--- config.mk ---
export PLATFORM = sky130hd
export DESIGN_NAME = pipe_reg_chain
export DESIGN_NICKNAME = d
export VERILOG_FILES = /design/src/rtl/pipe_reg_chain.sv
export SDC_FILE = /design/constraint.sdc
export NUM_CORES = 1
export LEC_CHECK = 0
export CAP_MARGIN = 20
export CORE_MARGIN = 10
export CORE_UTILIZATION = 50
export DETAILED_ROUTE_END_ITERATION = 16
export GPL_ROUTABILITY_DRIVEN = 0
export PLACE_DENSITY = 0.72
export SETUP_SLACK_MARGIN = 0.3
export SLEW_MARGIN = 10
export SYNTH_ARGS = -nofsm -noshare
export SYNTH_HDL_FRONTEND = slang
export SYNTH_SLANG_ARGS = --single-unit
--- constraint.sdc ---
create_clock -name clk -period 2.3 [get_ports clk]
set_input_delay 0.46 -clock clk [delete_from_list [all_inputs] [get_ports clk]]
set_output_delay 0.46 -clock clk [all_outputs]
set_load 0.005 [all_outputs]
--- src/rtl/pipe_reg_chain.sv ---
// Elastic valid/ready register chain of DEPTH stages; stalls propagate backward, bubbles collapse forward.
// Optional synchronous flush port enabled by defining PIPE_REG_CHAIN_FLUSH_EN.
module pipe_reg_chain #(
    parameter int WIDTH = 8,
    parameter int DEPTH = 4,
    parameter logic [WIDTH-1:0] RESET_VAL = {WIDTH{1'b0}}
) (
    input  logic                         clk,
    input  logic                         rst,
    input  logic                         in_valid,
    output logic                         in_ready,
    input  logic [WIDTH-1:0]             in_data,
    output logic                         out_valid,
    input  logic                         out_ready,
    output logic [WIDTH-1:0]             out_data,
`ifdef PIPE_REG_CHAIN_FLUSH_EN
    input  logic                         flush,
`endif
    output logic [$clog2(DEPTH+1)-1:0]   occupancy
);

    localparam int OCC_W = $clog2(DEPTH + 1);
    localparam logic [OCC_W-1:0] OCC_ONE = OCC_W'(1);
    localparam int LAST = DEPTH - 1;

    generate
        if (DEPTH < 1) begin : g_depth_check
            $error("pipe_reg_chain: DEPTH must be at least 1");
        end
    endgenerate

    logic [DEPTH-1:0] vld;
    logic [DEPTH-1:0] adv;
    logic [WIDTH-1:0] dat [DEPTH];
    logic             flush_now;
    logic             in_xfer;
    logic             out_xfer;

`ifdef PIPE_REG_CHAIN_FLUSH_EN
    assign flush_now = flush;
`else
    assign flush_now = 1'b0;
`endif

    // A stage may load when it is empty or its content moves on; this ripples from the output.
    always_comb begin : adv_chain
        logic carry;
        adv   = '0;
        carry = out_ready;
        for (int i = DEPTH - 1; i >= 0; i--) begin
            adv[i] = ~vld[i] | carry;
            carry  = adv[i];
        end
    end

    assign in_ready  = adv[0] & ~flush_now;
    assign in_xfer   = in_valid & in_ready;
    assign out_valid = vld[LAST];
    assign out_data  = dat[LAST];
    assign out_xfer  = out_valid & out_ready;

    always_ff @(posedge clk or posedge rst) begin
        if (rst) begin
            vld       <= '0;
            occupancy <= '0;
        end else if (flush_now) begin
            vld       <= '0;
            occupancy <= '0;
        end else begin
            if (adv[0]) begin
                vld[0] <= in_xfer;
            end
            for (int i = 1; i < DEPTH; i++) begin
                if (adv[i]) begin
                    vld[i] <= vld[i-1];
                end
            end
            if (in_xfer && !out_xfer) begin
                occupancy <= occupancy + OCC_ONE;
            end else if (!in_xfer && out_xfer) begin
                occupancy <= occupancy - OCC_ONE;
            end
        end
    end

    // Data only loads behind a valid qualifier, so bubbles leave stale contents in place.
    always_ff @(posedge clk or posedge rst) begin
        if (rst) begin
            for (int i = 0; i < DEPTH; i++) begin
                dat[i] <= RESET_VAL;
            end
        end else if (!flush_now) begin
            if (adv[0] && in_xfer) begin
                dat[0] <= in_data;
            end
            for (int i = 1; i < DEPTH; i++) begin
                if (adv[i] && vld[i-1]) begin
                    dat[i] <= dat[i-1];
                end
            end
        end
    end

endmodule

After elaboration in Yosys (flattened, before gate mapping)
Cells that the tools add are included.
{ "word_totals": {"elab_cells": 32, "ram_bits": 0, "ff_bits": 39, "rom_bits": 0, "out_inout_bits": 13, "inputBits": 12, "mem_count": 0, "latchBits": 0} }
{ "op_classes": {"n_shift": 0, "n_addsub": 2, "mul": 0, "muxes": 2, "n_bitwise": 10, "n_reduce_logical": 9, "div": 0, "n_lt_le_gt_ge": 0, "n_eq_ne": 0} }
{ "op_table": {"columns": ["op", "count"], "rows": [
  ["$logic_and A1 B1 Y1", 6],
  ["$mux W3", 2],
  ["$not A1 Y1", 4],
  ["$or A1 B1 Y1", 4],
  ["$add A3 B1 Y3 const B", 1],
  ["$sub A3 B1 Y3 const B", 1],
  ["$and A1 B1 Y1", 2],
  ["$logic_not A1 Y1", 2],
  ["$reduce_bool A2 Y1", 1]
]} }

Logic depth before layout (Yosys ltp)
Gate-level depths: netlist of run 1.
{ "depth": {"word_depth": 10, "depth_mapped": 9} }

Worst setup path before layout of run 1
OpenSTA, ideal clock, no wires.
{ "synth_path": {"path_kind": "input-to-reg", "startpoint": "in out_ready", "endpoint": "reg occupancy[1]", "path_stages": 7, "path_slack_ns": 0.289, "arrival_ns": 1.886, "path_buffers": 0, "cell_sequence": "nand4b_4 -> o21ai_4 -> inv_1 -> ha_1 -> inv_1 -> fa_1 -> mux2_2"} }
{ "synth_between": {"elab_chain_cells": 8, "word_cells_on_any_way": 12} }
{ "synth_rtl": {"columns": ["element", "line", "rtl"], "rows": [
  ["start: declaration", "14", "input logic out_ready,"],
  ["$or A1 B1 Y1 * (4 in series)", "51", "adv[i] = ~vld[i] | carry;"],
  ["$and A1 B1 Y1 *", "57", "assign in_xfer = in_valid & in_ready;"],
  ["via in_xfer", "36", "logic in_xfer;"],
  ["$logic_not A1 Y1", "80", "end else if (!in_xfer && out_xfer) begin"],
  ["$logic_and A1 B1 Y1", "80", null],
  ["$reduce_bool A2 Y1 (no line)", null, null],
  ["end signal: assignment", "79", "occupancy <= occupancy + OCC_ONE;"],
  ["end signal: assignment", "81", "occupancy <= occupancy - OCC_ONE;"],
  ["end: declaration", "19", "output logic [$clog2(DEPTH+1)-1:0] occupancy"]
]} }
Mark *: on every way through the listed nets, which the timed path passes. The rest lies on a longest branch.
A chain may end at the register's enable or synchronous reset.

Worst setup path after layout of run 1
{ "layout_path": {"startpoint": "reg vld[2]", "endpoint": "reg occupancy[1]"} }
{ "layout_between": {"elab_chain_cells": 8, "word_cells_on_any_way": 10} }
{ "layout_rtl": {"columns": ["element", "line", "rtl"], "rows": [
  ["start: declaration", "32", "logic [DEPTH-1:0] vld;"],
  ["start signal: indexed assignment", "75", "vld[i] <= vld[i-1];"],
  ["$not A1 Y1 *", "51", null],
  ["$or A1 B1 Y1 * (3 in series)", "51", null],
  ["$and A1 B1 Y1 *", "57", null],
  ["via in_xfer", "36", null],
  ["$logic_not A1 Y1", "80", null],
  ["$logic_and A1 B1 Y1", "80", null],
  ["$reduce_bool A2 Y1 (no line)", null, null]
]} }
Marks and branches as above.

==> impl_metrics.py, run 1 <==
metrics = {
    "cells_and_area": {
        "syn2layout_area_growth_pct": 22.51,
        "drive_above_1_share_pct": 44.03,
        "n_antenna_cell": 0,
        "n_fill_cell": 264,
        "num-nets-final": 148,
    },
    "global_routing": {
        "antenna_found_initial": 0,
        "grt_pass1_vias": 923,
        "grt_pass1_wl_mm": 4.305,
        "grt.total_usage_pct": 9.175,
        "grt_overflow": 0,
        "grt_max_degree": 40,
    },
    "power": {
        "leakagePower_uw": 0.0008450,
        "pwr-share-comb_pct": 30.5,
        "swShare_pct": 26.03,
        "ir_drop_mv": 0.4667,
        "pwr-share-clk_pct": 16.8,
        "p_int_uw": 1486,
        "power_frac_seq_pct": 52.7,
        "p_per_area_nw_per_um2": 1028,
        "p_total_uw": 2009,
        "switching_power_uw": 523.0,
    },
    "cts": {
        "cts_hold_buf": 0,
        "cts.sinks": 39,
        "htreeDepth": 2,
        "ctsLongestPathBuffers": 2,
        "path_clk_slew_ns": 0.10,
        "clock_latency_ns": 0.33,
        "cts_buffers": 5,
        "cts_root_buf": "clkbuf_4",
        "cts_tree": "yes",
    },
    "synthesis": {
        "synthFlopType": "dfrtp_1",
        "ys_ff_latch": 39,
        "yosysWarnings": 0,
        "synth.net_count": 117,
        "synth.cell_area_sq_um": 1595,
        "ys_seq_area_share_pct": 61.18,
        "ys_top_cells_by_count": "39 x dfrtp_1, 33 x mux2_2, 8 x buf_4",
        "avgSynthCellArea_sq_um": 15.49,
        "yosysTopAreaCell": "dfrtp_1",
        "synthArstFlopShare_pct": 100.0,
        "synth_cell_types": 16,
        "syn-instance-count": 103,
        "yosys-top-cells-area": "dfrtp_1 61%, mux2_2 23%, buf_4 3.8%",
        "synth.most_common_cell": "dfrtp_1",
        "synth_edf_count": 0,
        "synth_top_cell_area_share_pct": 61.18,
    },
    "route": {
        "viasPerCell": 4.652,
        "top_layer": "met4",
        "wl_met2_mm": 1.178,
        "drc_errors": 0,
        "wl_mm": 2.444,
        "wl_per_cell_microns": 13.73,
        "met1Wirelength_mm": 1.088,
        "drt_first_iter_violations": 28,
        "first_pass_iters": 4,
        "dr_wl_met3_microns": 132,
        "vias": 828,
        "route.antenna.remaining_nets": 0,
    },
    "floorplan": {
        "design.portCount": 25,
        "dieArea_sq_um": 5850,
        "die_h_microns": 76.49,
        "core_area_sq_um": 3053,
        "initial_core_util_pct": 52.25,
        "die_x_microns": 76.49,
        "rows": 20,
    },
    "timing": {
        "max_freq_mhz": 524.1,
        "skew_ns": 0.005530,
        "rsz0062_at_grt": "false",
        "tightest_slew_ns": 0.4595,
        "slew_viol_final": 0,
        "setup_violations": 0,
        "hold_viol": 0,
        "period_share_pct": 82.96,
        "slew_headroom_pct": 69.37,
        "whs_ns": 0.4797,
        "period_needed_ns": 1.908,
    },
    "worst_setup_path": {
        "arrival_ns": 2.13,
        "cp_max_fo": 3,
        "path_class": "flop to flop",
        "worstPathRequired_ns": 2.52,
        "reg2reg_slack_ns": 0.39,
        "worst_setup_path_end_kind": "flop",
        "cp-start-kind": "flop",
    },
    "job": {
        "max_cap_viol_count": 0,
    },
    "status": {
        "status": "finished, final reports clean",
    },
    "place": {
        "hpwlAfterDp_mm": 1.899,
        "port-buffer-count": 24,
    },
    "min_path": {
        "min_path_type": "flop to flop",
    },
}
per-layer routing:
| layer | up-vias | track usage, % |
|---|---|---|
| met2 | 20 | 15.05 |
| met5 | - | 0 |
| met3 | 4 | 3.302 |
| met1 | 398 | 9.894 |
| li1 | 406 | - |
| met4 | 0 | 5.576 |
final timing paths:
check | start | to | cells after the start
max in group asynchronous | rst | vld[3] | 3
worst min-delay path | occupancy[2] | occupancy[2] | 1
worst min register to register | occupancy[2] | occupancy[2] | 1
min in group asynchronous | rst | out_data[2] | 3
worst max-delay path | vld[2] | occupancy[1] | 8
worst max register to register | vld[2] | occupancy[1] | 8
layout make-up:
cell class              count  area, sq um  share of cell area (%)
clock inverters             1        5.005                  0.2561
flip-flops and latches     39        979.7                   50.13
well taps                  44        55.05                   2.817
inverters                   5        18.77                  0.9603
repair buffers             32        299.0                   15.30
clock buffers               6        51.30                   2.625
multi-input cells          51        545.5                   27.91
stage by stage:
stage          cell area [sq um]  setup TNS, ns  utilization (%)  worst slack [ns]  instances
6_report                    1954              0            64.02            0.3919        178
5_1_grt                     1954              0            64.02            0.3098        178
4_1_cts                     1924              0            63.03            0.3277        175
3_5_place_dp                1863        -0.1429            61.02          -0.05978        167
3_3_place_gp                1863       -0.03449            61.02          -0.02211        167
2_1_floorplan               1598              0                -            0.3035        103
cells in the final DEF (no fill, tap or decap), drive strengths merged:
cell type	netlist	layout
clkinv	0	1
clkdlybuf4s50	0	22
clkbuf	0	6
o21bai	1	1
buf	8	8
nor2	1	1
or2	1	1
nand2	5	5
o21ai	2	2
nand4b	1	1
dlygate4sd2	0	1
ha	1	1
fa	1	1
clkdlybuf4s15	0	1
inv	5	5
xor2	2	2
mux2	33	33
xnor2	1	1
dfrtp	39	39
nand2b	2	2
power by group through the flow:
stage / registers, uW / clock network (uW) / logic (uW)
after global routing: 1090 / 390 / 675
final: 1060 / 338 / 612
after floorplan: 1030 / 0 / 428
after detailed placement: 1080 / 0 / 613
after CTS: 1060 / 358 / 616
after global placement: 1060 / 0 / 590
state kept, by name, indices dropped and copies added (netlist names):
signal / cells
occupancy: 3
out_data: 8
vld: 4
dat: 24
cell families (layout without fill, tap and decap cells):
kind of cell / count (synthesis) / count (layout) / synth area share (%)
AOI/OAI and AO/OA: 3 / 3 / 2.510
muxes: 33 / 33 / 23.29
xor gates and xnor gates: 3 / 3 / 1.647
adders and majority gates: 2 / 2 / 2.039
and+or+nand+nor: 10 / 10 / 4.392
buffers and inverters: 13 / 44 / 4.941
DFF: 39 / 39 / 61.18
worst max-delay path, stage by stage, from the launching register on:
cell and delay, ns:
dfrtp_2 0.42, nand4b_4 0.12, buf_4 0.15, o21ai_4 0.14, inv_1 0.06, ha_2 0.17
inv_1 0.07, fa_2 0.42, mux2_2 0.26
repair_timing:
action                                  in CTS  in global routing
endpoints found under the setup margin       2                  3
setup buffers                                1                  3
pin swaps                                    0                  2
gates resized for setup                      2                  5
(Power assumes the default switching activity.)
==> inputs of run 2 (changes only) <==
--- a/config.mk
+++ b/config.mk
@@ -7,10 +7,10 @@
 export LEC_CHECK = 0
 export CAP_MARGIN = 20
 export CORE_MARGIN = 10
-export CORE_UTILIZATION = 50
+export CORE_UTILIZATION = 47
 export DETAILED_ROUTE_END_ITERATION = 16
 export GPL_ROUTABILITY_DRIVEN = 0
-export PLACE_DENSITY = 0.72
+export PLACE_DENSITY = 0.71
 export SETUP_SLACK_MARGIN = 0.3
 export SLEW_MARGIN = 10
 export SYNTH_ARGS = -nofsm -noshare
==> constraint.sdc (replaced) <==
create_clock -name clk -period 1.7 [get_ports clk]
set_input_delay 0.34 -clock clk [delete_from_list [all_inputs] [get_ports clk]]
set_output_delay 0.34 -clock clk [all_outputs]
set_load 0.005 [all_outputs]
==> impl_metrics.py, run 2 (same netlist as run 1, synthesis figures left out) <==
metrics = {
    "cts": {
        "cts_buffers": 5,
        "ctsLongestPathBuffers": 2,
        "cts.sinks": 39,
        "cts_tree": "yes",
        "htreeDepth": 2,
        "clock_latency_ns": 0.34,
        "path_clk_slew_ns": 0.11,
        "cts_root_buf": "clkbuf_4",
    },
    "worst_setup_path": {
        "slowest_stage": "clkdlybuf4s50_1",
        "crit_family": "buffers and inverters",
        "worstPathRequired_ns": 1.36,
        "path_class": "flop to primary output",
        "cp_cell_sequence": "buf_4 > clkdlybuf4s50_1",
        "cp_max_fo": 3,
        "arrival_ns": 1.39,
        "crit_path_max_incr_delay_ns": 0.49,
        "cp-start-kind": "flop",
        "crit_buf_inv": 2,
        "worst_setup_path_end_kind": "primary output",
    },
    "floorplan": {
        "die_x_microns": 78.26,
        "dieArea_sq_um": 6125,
        "core_area_sq_um": 3311,
        "die_h_microns": 78.26,
        "rows": 21,
        "design.portCount": 25,
        "initial_core_util_pct": 48.19,
    },
    "timing": {
        "setup_violations": 3,
        "max_freq_mhz": 578.4,
        "slew_viol_final": 0,
        "rsz0062_at_grt": "true",
        "whs_ns": 0.3481,
        "period_needed_ns": 1.729,
        "hold_viol": 0,
        "slew_headroom_pct": 86.40,
        "setup_slack_ns": -0.02881,
        "skew_ns": 0.005649,
        "period_share_pct": 101.7,
        "tightest_slew_ns": 0.2040,
    },
    "global_routing": {
        "grt_pass1_vias": 953,
        "antenna_found_initial": 0,
        "grt_overflow": 0,
        "grt_max_degree": 40,
        "grt.total_usage_pct": 9.080,
        "grt_pass1_wl_mm": 4.457,
    },
    "power": {
        "switching_power_uw": 747.0,
        "ir_drop_mv": 0.9204,
        "leakagePower_uw": 0.0009307,
        "p_int_uw": 2089,
        "p_per_area_nw_per_um2": 1370,
        "pwr-share-comb_pct": 32.1,
        "pwr-share-clk_pct": 18.3,
        "power_frac_seq_pct": 49.6,
        "swShare_pct": 26.34,
    },
    "cells_and_area": {
        "largest_register": "dat",
        "syn2layout_area_growth_pct": 29.73,
        "n_fill_cell": 297,
        "layout_commonest_cell": "dfrtp_1",
        "largest_reg_flops": 24,
        "final_util_pct": 62.51,
        "num-nets-final": 155,
        "n_antenna_cell": 0,
        "final_cell_mix": "39 x dfrtp_1, 29 x mux2_2, 13 x buf_4, 11 x clkdlybuf4s50_1, 9 x dlygate4sd2_1",
        "drive_above_1_share_pct": 47.89,
    },
    "route": {
        "wl_per_cell_microns": 13.47,
        "wl_mm": 2.533,
        "first_pass_iters": 4,
        "route.antenna.remaining_nets": 0,
        "drc_errors": 0,
        "viasPerCell": 4.617,
        "drt_first_iter_violations": 62,
        "vias": 868,
    },
    "job": {
        "max_cap_viol_count": 0,
    },
    "place": {
        "hpwlAfterDp_mm": 1.914,
        "port-buffer-count": 24,
    },
    "status": {
        "status": "finished, violations left",
        "violations": "setup timing",
    },
    "min_path": {
        "min_path_type": "primary input to async pin",
    },
}
[run 2: repair_timing]
action,4_1_cts,5_1_grt
cloned,0,0
hold buffers,0,0
buffers inserted,5,2
gates resized for setup,18,10
endpoints found under the setup margin,41,37
pin swaps,3,2
[run 2: path summary, 6_finish.rpt]
check,startpoint,depth (start not counted),to,slack [ns]
setup / recovery,vld[3],2,out_valid,-0.03
hold / removal,rst,3,vld[2],0.35
setup reg to reg,vld[1],7,occupancy[1],-0.03
hold reg to reg,occupancy[2],1,occupancy[2],0.48
max in group asynchronous,rst,3,out_data[5],1.16
min in group clk,occupancy[2],1,occupancy[2],0.48
[run 2: worst reg2reg max path: cells and delay by family, from the launching register on]
family / cells / cell delay [ns]
mux: 1 / 0.26
fa+ha+maj: 2 / 0.54
flops: 1 / 0.41
buf+inv: 2 / 0.10
simple gates: 1 / 0.14
compound gates: 1 / 0.16
[run 2: per-stage QoR]
step / total power [uW] / setup slack (ns) / cells / TNS (ns) / area, sq um
6_report: 2836 / -0.02881 / 188 / -0.06365 / 2069
5_1_grt: 3035 / -0.1048 / 188 / -0.2887 / 2069
4_1_cts: 2812 / -0.03456 / 186 / -0.09749 / 2019
3_5_place_dp: 2320 / -0.5059 / 173 / -4.374 / 1918
3_3_place_gp: 2252 / -0.4692 / 173 / -3.381 / 1918
2_1_floorplan: 1981 / -0.1812 / 103 / -0.2043 / 1608
[run 2: metal layers]
layer	global-route usage [%]	wire (microns)
met1	10.10	1102
met2	13.98	1165
met3	5.239	215
met4	3.763	49
met5	0	0
[run 2: cell type report]
| cell class | instances | area, sq um | share of cell area (%) |
|---|---|---|---|
| sequential | 39 | 975.9 | 47.16 |
| multi-input combinational | 51 | 580.6 | 28.05 |
| timing repair buffer | 39 | 367.9 | 17.78 |
| clock buffer | 8 | 68.82 | 3.325 |
| tap | 46 | 57.56 | 2.781 |
| inverter | 5 | 18.77 | 0.9069 |
[run 2: power by group through the flow]
| stage | clock network (uW) | registers (uW) | logic [uW] |
|---|---|---|---|
| final | 518 | 1410 | 910 |
| after floorplan | 0 | 1400 | 585 |
| after CTS | 532 | 1410 | 873 |
| after global routing | 574 | 1460 | 1000 |
| after global placement | 0 | 1430 | 827 |
| after detailed placement | 0 | 1450 | 867 |
